--- config.mk ---
export PLATFORM = sky130hd
export DESIGN_NAME = lc2k_fetch_unit
export DESIGN_NICKNAME = d
export VERILOG_FILES = /design/src/rtl/lc2k_pkg.sv /design/src/rtl/lc2k_instr_fields.sv /design/src/rtl/lc2k_fetch_unit.sv
export SDC_FILE = /design/constraint.sdc
export NUM_CORES = 1
export LEC_CHECK = 0
export CORE_ASPECT_RATIO = 0.7
export CORE_MARGIN = 4
export CORE_UTILIZATION = 48
export DETAILED_ROUTE_END_ITERATION = 12
export MAX_ROUTING_LAYER = met4
export PLACE_DENSITY_LB_ADDON = 0.3
export SYNTH_ARGS = -nofsm -noshare
export SYNTH_HDL_FRONTEND = slang
export SYNTH_HIERARCHICAL = 1
export SYNTH_SLANG_ARGS = --single-unit
export TNS_END_PERCENT = 100
--- constraint.sdc ---
create_clock -name clk -period 2.3 [get_ports clk]
set_input_delay 0.23 -clock clk [delete_from_list [all_inputs] [get_ports clk]]
set_output_delay 0.23 -clock clk [all_outputs]
set_load 0.005 [all_outputs]
--- src/rtl/lc2k_pkg.sv ---
// Shared LC2K definitions: opcodes, instruction field positions, fetch FSM encoding.
package lc2k_pkg;

    localparam logic [2:0] OP_ADD  = 3'b000;
    localparam logic [2:0] OP_NOR  = 3'b001;
    localparam logic [2:0] OP_LW   = 3'b010;
    localparam logic [2:0] OP_SW   = 3'b011;
    localparam logic [2:0] OP_BEQ  = 3'b100;
    localparam logic [2:0] OP_JALR = 3'b101;
    localparam logic [2:0] OP_HALT = 3'b110;
    localparam logic [2:0] OP_NOOP = 3'b111;

    localparam int unsigned INSTR_W    = 32;
    localparam int unsigned REG_W      = 3;
    localparam int unsigned OFFSET_W   = 16;
    localparam int unsigned OPCODE_LSB = 22;
    localparam int unsigned REG_A_LSB  = 19;
    localparam int unsigned REG_B_LSB  = 16;
    localparam int unsigned DEST_LSB   = 0;
    localparam int unsigned OFFSET_LSB = 0;

    typedef enum logic [1:0] {
        ST_FETCH  = 2'd0,
        ST_ISSUE  = 2'd1,
        ST_HALTED = 2'd2
    } fetch_state_e;

    typedef struct packed {
        logic [2:0]  opcode;
        logic [2:0]  reg_a;
        logic [2:0]  reg_b;
        logic [2:0]  dest;
        logic [15:0] offset;
    } instr_fields_t;

endpackage

--- src/rtl/lc2k_instr_fields.sv ---
// Combinational splitter of a 32-bit LC2K instruction word into its fields.
module lc2k_instr_fields
    import lc2k_pkg::*;
(
    input  logic [INSTR_W-1:0] instr_i,
    output instr_fields_t      fields_o
);

    logic unused_bits;

    always_comb begin
        fields_o.opcode = instr_i[OPCODE_LSB +: REG_W];
        fields_o.reg_a  = instr_i[REG_A_LSB  +: REG_W];
        fields_o.reg_b  = instr_i[REG_B_LSB  +: REG_W];
        fields_o.dest   = instr_i[DEST_LSB   +: REG_W];
        fields_o.offset = instr_i[OFFSET_LSB +: OFFSET_W];
    end

    // Bits above the opcode are architecturally unused.
    assign unused_bits = ^instr_i[INSTR_W-1:OPCODE_LSB+REG_W];

endmodule

--- src/rtl/lc2k_fetch_unit.sv ---
// LC2K fetch stage: PC, imem req/ack fetch, field split, valid/ready issue, redirects, halt.
module lc2k_fetch_unit
    import lc2k_pkg::*;
#(
    parameter int unsigned          PC_WIDTH        = 16,
    parameter logic [PC_WIDTH-1:0]  RESET_PC        = '0,
    parameter int unsigned          STALL_CNT_WIDTH = 16
) (
    input  logic                       clk,
    input  logic                       reset,
    output logic                       imem_req,
    output logic [PC_WIDTH-1:0]        imem_addr,
    input  logic                       imem_ack,
    input  logic [31:0]                imem_rdata,
    output logic                       out_valid,
    input  logic                       out_ready,
    output logic [2:0]                 out_opcode,
    output logic [2:0]                 out_reg_a,
    output logic [2:0]                 out_reg_b,
    output logic [2:0]                 out_dest,
    output logic [15:0]                out_offset,
    output logic [PC_WIDTH-1:0]        out_pc,
    output logic [PC_WIDTH-1:0]        out_pc_plus1,
    input  logic                       redirect_valid,
    input  logic [PC_WIDTH-1:0]        redirect_pc,
    output logic                       halted,
    output logic [STALL_CNT_WIDTH-1:0] stall_count
);

    fetch_state_e               state_q, state_d;
    logic [PC_WIDTH-1:0]        pc_q, pc_d, pc_inc;
    logic                       discard_q, discard_d;
    logic                       req_q, req_d;
    logic [PC_WIDTH-1:0]        addr_q, addr_d;
    logic                       valid_q, valid_d;
    instr_fields_t              ir_q, ir_d, fetched;
    logic [PC_WIDTH-1:0]        out_pc_q, out_pc_d;
    logic [PC_WIDTH-1:0]        out_pc1_q, out_pc1_d;
    logic                       halted_q, halted_d;
    logic [STALL_CNT_WIDTH-1:0] stall_q, stall_d;
    logic                       ack_taken, handshake, stalled;

    lc2k_instr_fields u_fields (
        .instr_i  (imem_rdata),
        .fields_o (fetched)
    );

    assign pc_inc    = pc_q + PC_WIDTH'(1);
    assign ack_taken = req_q & imem_ack;
    assign handshake = valid_q & out_ready;
    assign stalled   = (req_q & ~imem_ack) | (valid_q & ~out_ready);

    always_comb begin
        state_d   = state_q;
        pc_d      = pc_q;
        discard_d = discard_q;
        valid_d   = valid_q;
        ir_d      = ir_q;
        out_pc_d  = out_pc_q;
        out_pc1_d = out_pc1_q;
        halted_d  = halted_q;

        case (state_q)
            ST_FETCH: begin
                if (ack_taken) begin
                    if (redirect_valid) begin
                        pc_d      = redirect_pc;
                        discard_d = 1'b0;
                    end else if (discard_q) begin
                        discard_d = 1'b0;
                    end else begin
                        ir_d      = fetched;
                        out_pc_d  = pc_q;
                        out_pc1_d = pc_inc;
                        valid_d   = 1'b1;
                        state_d   = ST_ISSUE;
                    end
                end else if (redirect_valid) begin
                    // Only a request already on the bus has to be absorbed later.
                    pc_d      = redirect_pc;
                    discard_d = discard_q | req_q;
                end
            end
            ST_ISSUE: begin
                if (redirect_valid) begin
                    pc_d    = redirect_pc;
                    valid_d = 1'b0;
                    state_d = ST_FETCH;
                end else if (handshake) begin
                    pc_d    = pc_inc;
                    valid_d = 1'b0;
                    if (ir_q.opcode == OP_HALT) begin
                        halted_d = 1'b1;
                        state_d  = ST_HALTED;
                    end else begin
                        state_d = ST_FETCH;
                    end
                end
            end
            ST_HALTED: begin
                valid_d = 1'b0;
            end
            default: begin
                state_d = ST_FETCH;
            end
        endcase

        req_d = (state_d == ST_FETCH);
        // The bus address is frozen while a request waits for its ack.
        addr_d = (req_q & ~imem_ack) ? addr_q : pc_d;

        stall_d = stall_q;
        if (stalled && (stall_q != '1)) begin
            stall_d = stall_q + STALL_CNT_WIDTH'(1);
        end
    end

    always_ff @(posedge clk) begin
        if (reset) begin
            state_q   <= ST_FETCH;
            pc_q      <= RESET_PC;
            discard_q <= 1'b0;
            req_q     <= 1'b0;
            addr_q    <= RESET_PC;
            valid_q   <= 1'b0;
            ir_q      <= '0;
            out_pc_q  <= '0;
            out_pc1_q <= '0;
            halted_q  <= 1'b0;
            stall_q   <= '0;
        end else begin
            state_q   <= state_d;
            pc_q      <= pc_d;
            discard_q <= discard_d;
            req_q     <= req_d;
            addr_q    <= addr_d;
            valid_q   <= valid_d;
            ir_q      <= ir_d;
            out_pc_q  <= out_pc_d;
            out_pc1_q <= out_pc1_d;
            halted_q  <= halted_d;
            stall_q   <= stall_d;
        end
    end

    assign imem_req     = req_q;
    assign imem_addr    = addr_q;
    assign out_valid    = valid_q;
    assign out_opcode   = ir_q.opcode;
    assign out_reg_a    = ir_q.reg_a;
    assign out_reg_b    = ir_q.reg_b;
    assign out_dest     = ir_q.dest;
    assign out_offset   = ir_q.offset;
    assign out_pc       = out_pc_q;
    assign out_pc_plus1 = out_pc1_q;
    assign halted       = halted_q;
    assign stall_count  = stall_q;

endmodule
==> flow_summary.ini <==
[sta]
hold_slack_ns = 0.278
max_slew.worst_pin.slew_ns = 0.665
max_freq_mhz = 460
finalSetupViolations = 0
maxSlewHeadroom_pct = 54.5
skew_ns = 0.00883
post-route-period-util_pct = 94.5
finalSetupTns_ns = 0
timing_hold_violations_final = 0
rsz0062_at_grt = no
min_period_ns = 2.17
drv_slew = 0

[cells_and_area]
syn2layout_area_growth_pct = 39.0
final_core_util_pct = 69.0
nNetsFinal = 815
final_common_cell = clkdlybuf4s50_1
diodes = 0
layout_common_cells = clkdlybuf4s50_1 (139), dfxtp_1 (114), nand2_1 (111)
drive_gt1_share_pct = 9.49

[placement]
gp_congestion = 0.938
dp_hpwl_mm = 10.3
port_buffers = 140

[setup_path]
cp.required_ns = 2.56
worstSetupPathType = reg2reg
critPathBufInv = 1
endpoint_kind = flip-flop
cp_slowest_cell = a222oi_1
crit_family = simple AND/OR/NAND/NOR gates
arrival_ns = 2.43
critical_path.cell_chain = inv_1 > ha_1 > or2_2 > and2_1 > a222oi_1 > a211oi_1
cp-start-kind = flip-flop
cpPeakStageDelay_ns = 0.41
crit_fanout = 8

[routing]
drt_pre_antenna_iters = 5
drtIter0Drc = 498
avgRoutedWirePerCell_um = 16.3
ant_nets = 0
routed_wl_mm = 14.7
drt-vias-per-instance = 5.59
routed-via-count = 5034
remaining_drc_errors = 0

[die]
rows = 31
fp.dieH_um = 95.1
ioPinCount = 148
dieArea_mm2 = 0.0126
dieWidth_um = 132
core-area_mm2 = 0.0105
start_util_pct = 49.7

[global_routing]
grt_max_degree = 50
grt_pass1_vias = 4838
grt_antenna_before_repair = 0
grt_pass1_wl_mm = 24.0
grtUsageTotal_pct = 24.1
gr-total-overflow = 0

[synthesis]
synth.top_cell.area_share_pct = 43.9
netlist_instances = 645
synth_seq_cells = 114
synth_largest_area_cell = dfxtp_1
synthTopCellsByArea = dfxtp_1 (44%), nand2_1 (8.0%), a21oi_1 (6.2%)
synth_ff_type = dfxtp_1
syn_nets = 704
synth-edff-count = 0
netlist-cell-type-count = 58
ys_async_sr_fraction_pct = 0
avgSynthCellArea_um2 = 8.06
yosysWarnings = 6
ys_seq_area_share_pct = 43.9
syn-cell-area_mm2 = 0.00520

[cts]
cts_buffers = 17
clkTransAtPathRegs_ns = 0.06
cts_root_buf = clkbuf_16
ctsHoldBuffers = 0
cts_tree = built
cts_buffer_depth = 2
htree_levels = 4
numClockSinks = 114
clock_latency_ns = 0.40
cts_setup_buffers = 0

[min_path]
hold_class = in2reg

[outcome]
status = complete, no violations

[power]
p_leak_nw = 2.53
powerDensity_mw_per_mm2 = 755
ir_drop_mv = 0.580

[job]
maxCapViolCount = 0
## report_power, final
group          switching [W]  total [W]  internal [W]
registers          0.0000897    0.00216       0.00207
logic               0.000276   0.000594      0.000318
clock network       0.000950    0.00271       0.00176
## timing repair
item	CTS	global route
endpoints found under the setup margin	0	6
gates resized for setup	0	1
endpoints found under the hold margin	0	0
## final timing paths
path | start | cells past startpoint | slack (ns) | end
worst max register to register | state_q[0] | 6 | 0.13 | imem_addr[1]
worst min-delay path | reset | 2 | 0.28 | out_pc_plus1[0]
worst min register to register | out_offset[8] | 2 | 0.45 | out_offset[8]
worst max-delay path | state_q[0] | 6 | 0.13 | imem_addr[1]
## final cells by class
cell class,count,area (µm²)
fillers,822,3240
multi-input cells,443,2470
flip-flops and latches,114,2280
repair buffers,169,1650
clock buffers,19,453
well taps,132,165
clock inverters,13,158
inverters,11,41.3
## synthesized netlist by cell type, drive strengths merged (2+ instances only)
cell type	number
a311oi	5
o311a	3
nor3	7
ha	6
nor2b	3
a222oi	2
xnor2	20
mux2i	3
nor3b	2
a22oi	3
or2	3
nor2	78
a21oi	64
a211o	5
inv	11
a211oi	34
clkbuf	35
and3	2
o21a	4
nand3	15
xor2	6
nand2b	5
nand2	111
a221oi	3
nand4	7
o311ai	2
and2	5
nor4	8
or3	3
dfxtp	114
o21ai	14
buf	42
a2111oi	3
and4	2
a31oi	2
## logic make-up (layout without fill, tap and decap cells)
family	after synthesis	after routing	synth area share, %
compound gates	151	151	19.1
xor+xnor	26	26	4.38
fa+ha+maj	6	6	1.44
buf+inv	88	212	8.61
flops	114	114	43.9
mux	3	3	0.578
simple gates	257	257	22.0
## worst register-to-register path: stages, from the launching register on
cell and delay [ns]:
dfxtp_1 0.38, inv_1 0.09, ha_1 0.30, or2_2 0.40, and2_1 0.31, a222oi_1 0.41
a211oi_1 0.14
## stage by stage
stage / worst slack, ns / cell area, µm² / total power [W] / cells
finish: 0.126 / 7230 / 0.00546 / 901
detailed placement: 0.0420 / 6610 / 0.00278 / 869
global route: 0.0388 / 7230 / 0.00566 / 901
floorplan: 0.341 / 5200 / 0.00249 / 645
global placement: 0.108 / 6610 / 0.00276 / 869
CTS: 0.0495 / 7220 / 0.00549 / 901
## per-layer routing
metal	vias to the layer above	global-route usage (%)	routed length [µm]
met1	2336	32.2	6830
li1	2427	-	-
met2	247	36.1	6530
met4	0	8.04	227
met3	24	6.01	1100
met5	-	-	0
## registers in the layout, summed over array words and instances, names as in the netlist, named ones only
signal        flops
imem_addr        16
out_offset       16
out_pc           16
out_pc_plus1     16
pc_q             16
stall_count      16
out_dest          3
out_opcode        3
out_reg_a         3
out_reg_b         3
state_q           2
halted            1
imem_req          1
out_valid         1
Note: power is estimated with default switching activity, not from simulation.
